## config.mk

```make
export PLATFORM = sky130hd
export DESIGN_NAME = msb_finder_pipe
export DESIGN_NICKNAME = d
export VERILOG_FILES = /design/src/rtl/msb_pkg.sv /design/src/rtl/msb8_enc.sv /design/src/rtl/msb_finder_pipe.sv
export SDC_FILE = /design/constraint.sdc
export NUM_CORES = 1
export LEC_CHECK = 0
export CAP_MARGIN = 20
export CORE_ASPECT_RATIO = 0.75
export CORE_MARGIN = 5
export CORE_UTILIZATION = 35
export DETAILED_ROUTE_END_ITERATION = 6
export DONT_BUFFER_PORTS = 1
export SETUP_SLACK_MARGIN = 0.02
export SLEW_MARGIN = 30
export SYNTH_ARGS = -nofsm -noshare
export SYNTH_HDL_FRONTEND = slang
export SYNTH_HIERARCHICAL = 1
export SYNTH_SLANG_ARGS = --single-unit
```

## constraint.sdc

```tcl
create_clock -name clk -period 1.8 [get_ports clk]
set_input_delay 0.27 -clock clk [delete_from_list [all_inputs] [get_ports clk]]
set_output_delay 0.27 -clock clk [all_outputs]
set_load 0.005 [all_outputs]
```

## src/rtl/msb_pkg.sv

```systemverilog
// Shared constants for the MSB/LSB finder: leaf group geometry and group count helper.
package msb_pkg;

    localparam int GROUP_W    = 8;
    localparam int GROUP_SIZE = 3;

    function automatic int group_count(input int size);
        return (1 << size) / GROUP_W;
    endfunction

endpackage

```

## src/rtl/msb8_enc.sv

```systemverilog
// Combinational 8-bit leaf encoder: reports whether the byte has a set bit and the
// index of its highest (lsb_mode = 0) or lowest (lsb_mode = 1) set bit.
module msb8_enc
    import msb_pkg::*;
(
    input  logic [GROUP_W-1:0]    byte_in,
    input  logic                  lsb_mode,
    output logic                  found,
    output logic [GROUP_SIZE-1:0] idx
);

    // Scan order decides the winner: the last set bit visited is the one reported.
    always_comb begin
        found = |byte_in;
        idx   = '0;
        if (lsb_mode) begin
            for (int i = GROUP_W - 1; i >= 0; i--) begin
                if (byte_in[i]) idx = GROUP_SIZE'(i);
            end
        end else begin
            for (int i = 0; i < GROUP_W; i++) begin
                if (byte_in[i]) idx = GROUP_SIZE'(i);
            end
        end
    end

endmodule

```

## src/rtl/msb_finder_pipe.sv

```systemverilog
// Two-stage set-bit finder: stage 1 registers per-byte leaf results, stage 2 picks
// the winning byte and registers pos = {group index, in-group index} and found.
module msb_finder_pipe
    import msb_pkg::*;
#(
    parameter int SIZE  = 6,
    parameter int DW_IN = 2 ** SIZE
) (
    input  logic             clk,
    input  logic             rst_n,
    input  logic             in_valid,
    output logic             in_ready,
    input  logic [DW_IN-1:0] data,
    input  logic             lsb_mode,
    output logic             out_valid,
    input  logic             out_ready,
    output logic [SIZE-1:0]  pos,
    output logic             found
);

    localparam int NG = group_count(SIZE);
    localparam int GW = (SIZE > GROUP_SIZE) ? SIZE - GROUP_SIZE : 1;

    // Handshake: a beat moves on a rising edge where valid && ready; the whole pipe
    // advances together when the output slot is empty or being drained, so
    // in_ready = !out_valid || out_ready, and everything holds otherwise.
    logic enable;
    assign enable   = !out_valid || out_ready;
    assign in_ready = enable;

    logic [NG-1:0]                 enc_found;
    logic [NG-1:0][GROUP_SIZE-1:0] enc_idx;

    for (genvar g = 0; g < NG; g++) begin : g_enc
        msb8_enc u_enc (
            .byte_in  (data[g*GROUP_W +: GROUP_W]),
            .lsb_mode (lsb_mode),
            .found    (enc_found[g]),
            .idx      (enc_idx[g])
        );
    end

    logic                          s1_valid;
    logic                          s1_lsb;
    logic [NG-1:0]                 s1_found;
    logic [NG-1:0][GROUP_SIZE-1:0] s1_idx;

    logic                  c_found;
    logic [GW-1:0]         c_grp;
    logic [GROUP_SIZE-1:0] c_idx;
    logic [SIZE-1:0]       pos_next;

    // msb mode keeps the highest group that found a bit; lsb mode keeps the first.
    always_comb begin
        c_found = 1'b0;
        c_grp   = '0;
        c_idx   = '0;
        for (int g = 0; g < NG; g++) begin
            if (s1_found[g] && (!s1_lsb || !c_found)) begin
                c_found = 1'b1;
                c_grp   = GW'(g);
                c_idx   = s1_idx[g];
            end
        end
    end

    if (NG == 1) begin : g_single
        assign pos_next = c_idx;
    end else begin : g_multi
        assign pos_next = {c_grp, c_idx};
    end

    always_ff @(posedge clk) begin
        if (!rst_n) begin
            s1_valid  <= 1'b0;
            s1_lsb    <= 1'b0;
            s1_found  <= '0;
            s1_idx    <= '0;
            out_valid <= 1'b0;
            pos       <= '0;
            found     <= 1'b0;
        end else if (enable) begin
            s1_valid  <= in_valid;
            s1_lsb    <= lsb_mode;
            s1_found  <= enc_found;
            s1_idx    <= enc_idx;
            out_valid <= s1_valid;
            pos       <= pos_next;
            found     <= c_found;
        end
    end

endmodule

```

# Yosys cells after proc, flatten, opt, wreduce, memory -nomap -nowiden
# Cells that the tools add are included.
totals:
  mem_bits_ro: 0
  register_bits: 42
  elab_cells: 197
  input_bits: 69
  latchBits: 0
  ramBits: 0
  mem_count: 0
op_classes:
  multipliers: 0
  n_div: 0
  eq_ne: 0
  n_reduce_logical: 32
  magnitude_cmp: 0
  bitwise_logic: 0
  add_sub_neg: 0
  n_shift: 0
  mux: 151
ops:
  columns: ["cell", "count"]
  rows:
  - ["two-way mux 3 bit", 118]
  - ["OR reduction 8 bit", 8]
  - ["two-way mux 2 bit", 16]
  - ["two-way mux 1 bit", 17]
  - ["zero test 1 bit", 9]
  - ["logical OR 1 bit", 8]
  - ["logical AND 1 bit", 7]

# Logic depth before layout (Yosys ltp)
# Gate-level depths: netlist of run 1.
logic_depth:
  word_depth: 29
  mapped_depth: 7
  depth_no_buf: 6

# Modules after synthesis
# Netlist of run 1, hierarchy kept.
modules_own_cells:
  columns: ["module", "cells_each", "area_per_inst_um2", "n_inst"]
  rows:
  - ["msb_finder_pipe", 268, 2080.7, 1]
  - ["msb8_enc", 21, 123.9, 8]

# Worst setup path before layout of run 1
# OpenSTA, ideal clock, no wires.
synth_path:
  path_type: "flip-flop to flip-flop"
  from: "reg s1_found[0]"
  to: "reg pos[0]"
  slack_ns: 0.219
  path_stages_with_launch: 6
  path_buffers: 0
  setup_ns: 0.117
  t_arrival_ns: 1.464
  synth_period_minus_slack_ns: 1.581
  cell_sequence: "dfxtp_1 or4_4 a21oi_2 o21bai_1 o221ai_1 a22o_1"
synth_via:
  elab_chain_cells: 29
  elab_cells_between_ends: 36
  classes_between: "mux (15); reduce/logical (21)"
synth_lines:
  columns: ["element", "line", "source"]
  rows:
  - ["from (decl)", "msb_finder_pipe.sv:45", "logic [NG-1:0] s1_found;"]
  - ["from (signal assigned)", "msb_finder_pipe.sv:85", "s1_found <= enc_found;"]
  - ["two-way mux 1 bit", "msb_finder_pipe.sv:59", "if (s1_found[g] && (!s1_lsb || !c_found)) begin"]
  - ["zero test 1 bit", "msb_finder_pipe.sv:59", null]
  - ["logical OR 1 bit", "msb_finder_pipe.sv:59", null]
  - ["logical AND 1 bit", "msb_finder_pipe.sv:59", null]
  - ["two-way mux 1 bit", "msb_finder_pipe.sv:59", null]
  - ["zero test 1 bit", "msb_finder_pipe.sv:59", null]
  - ["logical OR 1 bit", "msb_finder_pipe.sv:59", null]
  - ["logical AND 1 bit", "msb_finder_pipe.sv:59", null]
  - ["[13 not listed]", null, null]
  - ["zero test 1 bit", "msb_finder_pipe.sv:59", null]
  - ["logical OR 1 bit", "msb_finder_pipe.sv:59", null]
  - ["logical AND 1 bit", "msb_finder_pipe.sv:59", null]
  - ["two-way mux 1 bit", "msb_finder_pipe.sv:59", null]
  - ["zero test 1 bit", "msb_finder_pipe.sv:59", null]
  - ["logical OR 1 bit", "msb_finder_pipe.sv:59", null]
  - ["logical AND 1 bit", "msb_finder_pipe.sv:59", null]
  - ["two-way mux 3 bit (*)", "msb_finder_pipe.sv:59", null]
  - ["to (signal assigned)", "msb_finder_pipe.sv:88", "pos <= pos_next;"]
  - ["to (decl)", "msb_finder_pipe.sv:17", "output logic [SIZE-1:0] pos,"]
# Every way passes the cells marked *; elsewhere a longest branch is shown, timed or not.
# A chain may end at the register's enable or synchronous reset.

# Final worst setup path of run 1
layout_path:
  from: "reg s1_found[1]"
  to: "reg pos[0]"
layout_via:
  elab_chain_cells: 26
  elab_cells_between_ends: 32
  classes_between: "mux (13); reduce/logical (19)"
layout_lines:
  columns: ["element", "line"]
  rows:
  - ["logical AND 1 bit (*)", "msb_finder_pipe.sv:59"]
  - ["two-way mux 1 bit", "msb_finder_pipe.sv:59"]
  - ["zero test 1 bit", "msb_finder_pipe.sv:59"]
  - ["logical OR 1 bit", "msb_finder_pipe.sv:59"]
  - ["logical AND 1 bit", "msb_finder_pipe.sv:59"]
  - ["two-way mux 1 bit", "msb_finder_pipe.sv:59"]
  - ["zero test 1 bit", "msb_finder_pipe.sv:59"]
  - ["logical OR 1 bit", "msb_finder_pipe.sv:59"]
  - ["[10 not listed]", null]
  - ["zero test 1 bit", "msb_finder_pipe.sv:59"]
  - ["logical OR 1 bit", "msb_finder_pipe.sv:59"]
  - ["logical AND 1 bit", "msb_finder_pipe.sv:59"]
  - ["two-way mux 1 bit", "msb_finder_pipe.sv:59"]
  - ["zero test 1 bit", "msb_finder_pipe.sv:59"]
  - ["logical OR 1 bit", "msb_finder_pipe.sv:59"]
  - ["logical AND 1 bit", "msb_finder_pipe.sv:59"]
  - ["two-way mux 3 bit (*)", "msb_finder_pipe.sv:59"]
# Marked as above.

==> flow_metrics.env, run 1 <==
export IMPL_status="finished clean"
export IMPL_critPathSlowestCell="or4_4"
export IMPL_power_density_nw_per_um2=727
export IMPL_drt_wl_total_mm=8.32
export IMPL_clock_sinks=42
export IMPL_cts_max_level=2
export IMPL_fp_dieH_um=91.1
export IMPL_ir_worst_vdd_mv=0.401
export IMPL_start_kind="flip-flop"
export IMPL_end_kind="flip-flop"
export IMPL_ff2ff_setup_slack_ps=80
export IMPL_fin_skew_ps=3.24
export IMPL_drtIter0Drc=182
export IMPL_cp_max_fo=4
export IMPL_grt_pass1_wl_mm=13.6
export IMPL_die_area_sq_um=10800
export IMPL_num_antenna_cells=0
export IMPL_critPathKind="reg2reg"
export IMPL_drt_pass1_iterations=4
export IMPL_pre_cts_slack_ps=55.6
export IMPL_grt_max_degree=44
export IMPL_setup_slack_ps=84.6
export IMPL_drive_gt1_frac=0.135
export IMPL_die_w_um=118
export IMPL_max_cap_violations=0
export IMPL_max_freq_mhz=583
export IMPL_worstHoldPathType="in2reg"
export IMPL_required_ps=1970
export IMPL_leakage_nw=1.33
export IMPL_cts_root_buf="clkbuf_16"
export IMPL_r2r_end="pos[0]"
export IMPL_slowest_delay_ps=590
export IMPL_antenna_left=0
export IMPL_route_vias_total=3109
export IMPL_rows=29
export IMPL_avgSynthCellArea_sq_um=7.05
export IMPL_fin_nets=511
export IMPL_crit_chain="or4_4 > a21oi_4 > o21bai_1 > o221ai_2 > a22o_1"
export IMPL_yosys_warnings=6
export IMPL_startpoint="s1_found[1]"
export IMPL_cp_arrival_ps=1880
export IMPL_finalHoldViolCount=0
export IMPL_synth_edf_count=0
export IMPL_synth_main_ff_cell="dfxtp_1"
export IMPL_synth_cells=436
export IMPL_slew_headroom=0.657
export IMPL_clk_pin_slew_worst_paths_ps=60
export IMPL_crit_end="pos[0]"
export IMPL_setup_viol_count_final=0
export IMPL_numCtsBuffers=5
export IMPL_min_period_ps=1720
export IMPL_tightest_slew_ps=512
export IMPL_avgRoutedWirePerCell_um=15.1
export IMPL_timing_rr_start="s1_found[1]"
export IMPL_final_max_slew_viol_count=0
export IMPL_fin_crit_sh=0.953
export IMPL_finalPower_w=0.00252
export IMPL_antenna_found_initial=0
export IMPL_grt_overflow=0
export IMPL_reg2reg_depth=5
export IMPL_vias_per_cell=5.64
export IMPL_clk_latency_ps=270
export IMPL_ys_seq_area_frac=0.274
export IMPL_clk_path_buf_depth=2
export IMPL_area_growth_pct=12.9
export IMPL_syn_cell_area_sq_um=3070
export IMPL_start_util=0.360
export IMPL_dp_hpwl_mm=6.27
export IMPL_drc=0
export IMPL_syn_num_nets=505
export IMPL_io_buffers=0
export IMPL_synth_async_sr_flop_share=0
export IMPL_grtUsageTotal=0.146
export IMPL_ys_types=52
export IMPL_grt_pass1_vias=2951
export IMPL_cts_tree="done"
export IMPL_core_sq_um=8530
export IMPL_hold_depth=2
export IMPL_ys_seq_elements=42
export IMPL_ios=78
export IMPL_gp_congestion=0.965
-- stage by stage --
stage | setup TNS [ps] | area [sq um] | utilization | hold WS (ps) | cells
after detailed placement | 0 | 3280 | 0.385 | 401 | 542
after global routing | -4.92 | 3470 | 0.407 | 116 | 551
after floorplan | 0 | 3070 | - | 391 | 436
final | 0 | 3470 | 0.407 | 129 | 551
after CTS | 0 | 3450 | 0.404 | 114 | 550
after global placement | 0 | 3280 | 0.385 | 401 | 542
-- what timing repair did --
item | in CTS | in global routing
setup endpoints to repair | 0 | 1
hold buffers | 0 | 0
buffers inserted | 0 | 1
gates resized for setup | 0 | 3
-- layer usage --
layer	global-route usage	up-vias	wire length, um
met1	0.200	1424	4050
met4	0.0277	0	51
met3	0.0435	4	652
met2	0.230	89	3560
met5	0	-	0
li1	-	1592	-
-- sequential cells by signal, indices dropped and copies added, names as in the netlist --
signal     count
pos            6
out_valid      1
s1_lsb         1
s1_found       8
s1_valid       1
s1_idx        24
found          1
-- area by class of cell --
type	count	area, sq um
timing repair buffer	20	163
tap	108	135
multi-input combinational	347	2060
clock buffer	8	166
sequential	42	842
fill	887	5060
inverter	26	97.6
-- worst min-delay path by stage --
stage          start   endpoint
3_3_place_gp   rst_n  out_valid
5_1_grt        rst_n     pos[1]
3_5_place_dp   rst_n  out_valid
6_report       rst_n     pos[1]
4_1_cts        rst_n  out_valid
2_1_floorplan  rst_n     pos[1]
-- Yosys cell counts (3+ instances only) --
master | count | area (sq um)
nor2_1 | 35 | 131
inv_2 | 8 | 30.0
clkbuf_1 | 15 | 56.3
o31ai_1 | 9 | 67.6
buf_2 | 5 | 25.0
a21boi_0 | 35 | 263
nor2b_1 | 3 | 18.8
o21ai_0 | 9 | 45.0
nand2_1 | 88 | 330
dfxtp_1 | 42 | 841
nor3_1 | 4 | 20.0
nand3b_1 | 3 | 22.5
o22ai_1 | 9 | 56.3
o21ai_1 | 3 | 15.0
a31oi_1 | 5 | 31.3
o22ai_2 | 8 | 100
a22oi_1 | 8 | 60.1
nor4_1 | 8 | 50.1
o31a_1 | 16 | 140
nand3_1 | 11 | 55.1
inv_1 | 10 | 37.5
a21oi_2 | 9 | 78.8
nand2b_1 | 12 | 75.1
a21oi_1 | 40 | 200
clkinv_1 | 8 | 30.0
-- worst max-delay path, delay by kind of cell (launching register included) --
kind | cells | cell delay, ps
AO/OA/AOI/OAI | 4 | 660
AND/OR/NAND/NOR | 1 | 590
flip-flops | 1 | 350
-- cell usage in the layout (no fill, tap or decap), drive strengths merged, types with 11 or more instances in the layout --
cell type,count
o31a,16
nand2b,12
nand2,88
nand3,11
a21oi,49
dfxtp,42
nor2,35
a21boi,36
inv,18
o21ai,12
o22ai,17
buf,20
-- report_power, final --
part,switching (W),total (W),internal (W),leakage [nW]
clock network,0.000339,0.000966,0.000627,0.0832
registers,0.0000679,0.00107,0.00101,0.350
logic,0.000239,0.000483,0.000244,0.897
-- kinds of logic (layout without fill, tap and decap cells) --
group / after synthesis / in the layout / share of synthesized area
DFF: 42 / 42 / 0.274
and+or+nand+nor: 171 / 171 / 0.249
muxes: 1 / 1 / 0.00326
AOI/OAI and AO/OA: 175 / 175 / 0.415
buffers and inverters: 47 / 54 / 0.0595
Power figures use the tool's default switching activity.
==> run 2, diff against run 1 <==
--- a/config.mk
+++ b/config.mk
@@ -11,7 +11,8 @@
 export CORE_UTILIZATION = 35
 export DETAILED_ROUTE_END_ITERATION = 6
 export DONT_BUFFER_PORTS = 1
-export SETUP_SLACK_MARGIN = 0.02
+export PLACE_DENSITY = 0.59
+export SETUP_SLACK_MARGIN = 0.2
 export SLEW_MARGIN = 30
 export SYNTH_ARGS = -nofsm -noshare
 export SYNTH_HDL_FRONTEND = slang
==> flow_metrics.env, run 2 (synthesized netlist as in run 1, its figures left out) <==
export IMPL_drt_wl_total_mm=8.99
export IMPL_final_max_slew_viol_count=0
export IMPL_fin_skew_ps=3.90
export IMPL_timing_hold_ws_ps=119
export IMPL_top_register="s1_idx"
export IMPL_min_from="rst_n"
export IMPL_grt_pass1_wl_mm=14.2
export IMPL_end_kind="flip-flop"
export IMPL_required_ps=1970
export IMPL_fin_util=0.430
export IMPL_rsz0062_at_grt="true"
export IMPL_largest_reg_flops=24
export IMPL_ff2ff_setup_slack_ps=90
export IMPL_crit_end="pos[0]"
export IMPL_grt_overflow=0
export IMPL_timing_rr_start="s1_found[0]"
export IMPL_grt_max_degree=44
export IMPL_largestRegisters="s1_idx: 24 flops, s1_found: 8 flops, pos: 6 flops"
export IMPL_num_antenna_cells=0
export IMPL_clk_pin_slew_worst_paths_ps=60
export IMPL_critPathKind="reg2reg"
export IMPL_dp_hpwl_mm=6.50
export IMPL_fin_crit_sh=0.950
export IMPL_finalHoldViolCount=0
export IMPL_final_common_cell="nand2_1"
export IMPL_cp_arrival_ps=1880
export IMPL_cts_hold_buf=0
export IMPL_grt_pass1_vias=2893
export IMPL_avgRoutedWirePerCell_um=16.1
export IMPL_antenna_left=0
export IMPL_drive_gt1_frac=0.179
export IMPL_cts_max_level=2
export IMPL_die_w_um=118
export IMPL_critPathSlowestCell="or4_4"
export IMPL_die_area_sq_um=10800
export IMPL_clk_latency_ps=280
export IMPL_start_kind="flip-flop"
export IMPL_crit_chain="or4_4 > a21oi_4 > o21bai_1 > o221ai_1 > a22o_1"
export IMPL_route_vias_total=3171
export IMPL_final_cell_mix="nand2_1, a21oi_1, dfxtp_1"
export IMPL_cts_root_buf="clkbuf_16"
export IMPL_fillerInstances=876
export IMPL_worstHoldPathType="in2reg"
export IMPL_reg2reg_depth=5
export IMPL_tightest_slew_ps=406
export IMPL_start_util=0.360
export IMPL_cp_max_fo=5
export IMPL_vias_per_cell=5.66
export IMPL_startpoint="s1_found[0]"
export IMPL_dpl_cell_count=539
export IMPL_setup_viol_count_final=0
export IMPL_io_buffers=0
export IMPL_slowest_delay_ps=590
export IMPL_core_sq_um=8530
export IMPL_fin_cells=560
export IMPL_min_period_ps=1710
export IMPL_pre_cts_slack_ps=14.7
export IMPL_r2r_end="pos[0]"
export IMPL_fp_dieH_um=91.1
export IMPL_power_density_nw_per_um2=685
export IMPL_ir_worst_vdd_mv=0.402
export IMPL_max_cap_violations=0
export IMPL_slew_headroom=0.727
export IMPL_clock_sinks=42
export IMPL_area_growth_pct=19.4
export IMPL_max_freq_mhz=585
export IMPL_drt_pass1_iterations=4
export IMPL_clk_path_buf_depth=2
export IMPL_numCtsBuffers=5
export IMPL_status="finished clean"
export IMPL_ios=78
export IMPL_fin_tns_setup_ps=0
export IMPL_rows=29
export IMPL_drc=0
export IMPL_setup_slack_ps=89.7
export IMPL_cts_tree="done"
export IMPL_drtIter0Drc=175
export IMPL_gp_congestion=0.842
export IMPL_grtUsageTotal=0.154
export IMPL_antenna_found_initial=0
export IMPL_fin_nets=520
export IMPL_leakage_nw=1.40
[run 2: metrics by stage]
| step | power (W) | cell area [sq um] |
|---|---|---|
| CTS | 0.00250 | 3510 |
| global route | 0.00265 | 3670 |
| finish | 0.00251 | 3670 |
| global placement | 0.00156 | 3280 |
| detailed placement | 0.00157 | 3280 |
| floorplan | 0.00144 | 3070 |
[run 2: power by group]
part | switching (W) | leakage (nW) | internal (W)
Sequential | 0.0000709 | 0.352 | 0.00100
Clock | 0.000351 | 0.0729 | 0.000549
Combinational | 0.000264 | 0.975 | 0.000274
Total | 0.000686 | 1.40 | 0.00183
[run 2: repair_timing]
| action | CTS | global route |
|---|---|---|
| gates resized for setup | 11 | 12 |
| endpoints found under the setup margin | 3 | 6 |
| setup buffers | 4 | 7 |
| pin swaps | 5 | 4 |
| gates cloned | 0 | 2 |
[run 2: layer usage]
layer / GRT usage / wire length, um
met5: 0 / 0
met4: 0.0315 / 57
met3: 0.0497 / 853
met2: 0.225 / 3850
met1: 0.223 / 4230
[run 2: how the worst min path moves through the flow]
| stage | end | slack (ps) | cells past startpoint |
|---|---|---|---|
| floorplan | pos[1] | 390 | 2 |
| global placement | out_valid | 410 | 1 |
| detailed placement | out_valid | 400 | 1 |
| CTS | out_valid | 110 | 1 |
| global route | pos[1] | 110 | 2 |
| finish | out_valid | 120 | 1 |
[run 2: final cells by class]
type                       instances  area [sq um]  share of cell area
clock buffer                       6           139              0.0379
clock inverter                     2          12.5             0.00341
inverter                          26           101              0.0276
multi-input combinational        347          2130               0.581
sequential                        42           855               0.233
tap                              108           135              0.0368
timing repair buffer              29           294              0.0802
[run 2: critical path, delay by kind of cell (launching register included)]
kind	cells	cell delay [ps]
AOI/OAI and AO/OA	4	650
and+or+nand+nor	1	590
DFF	1	370
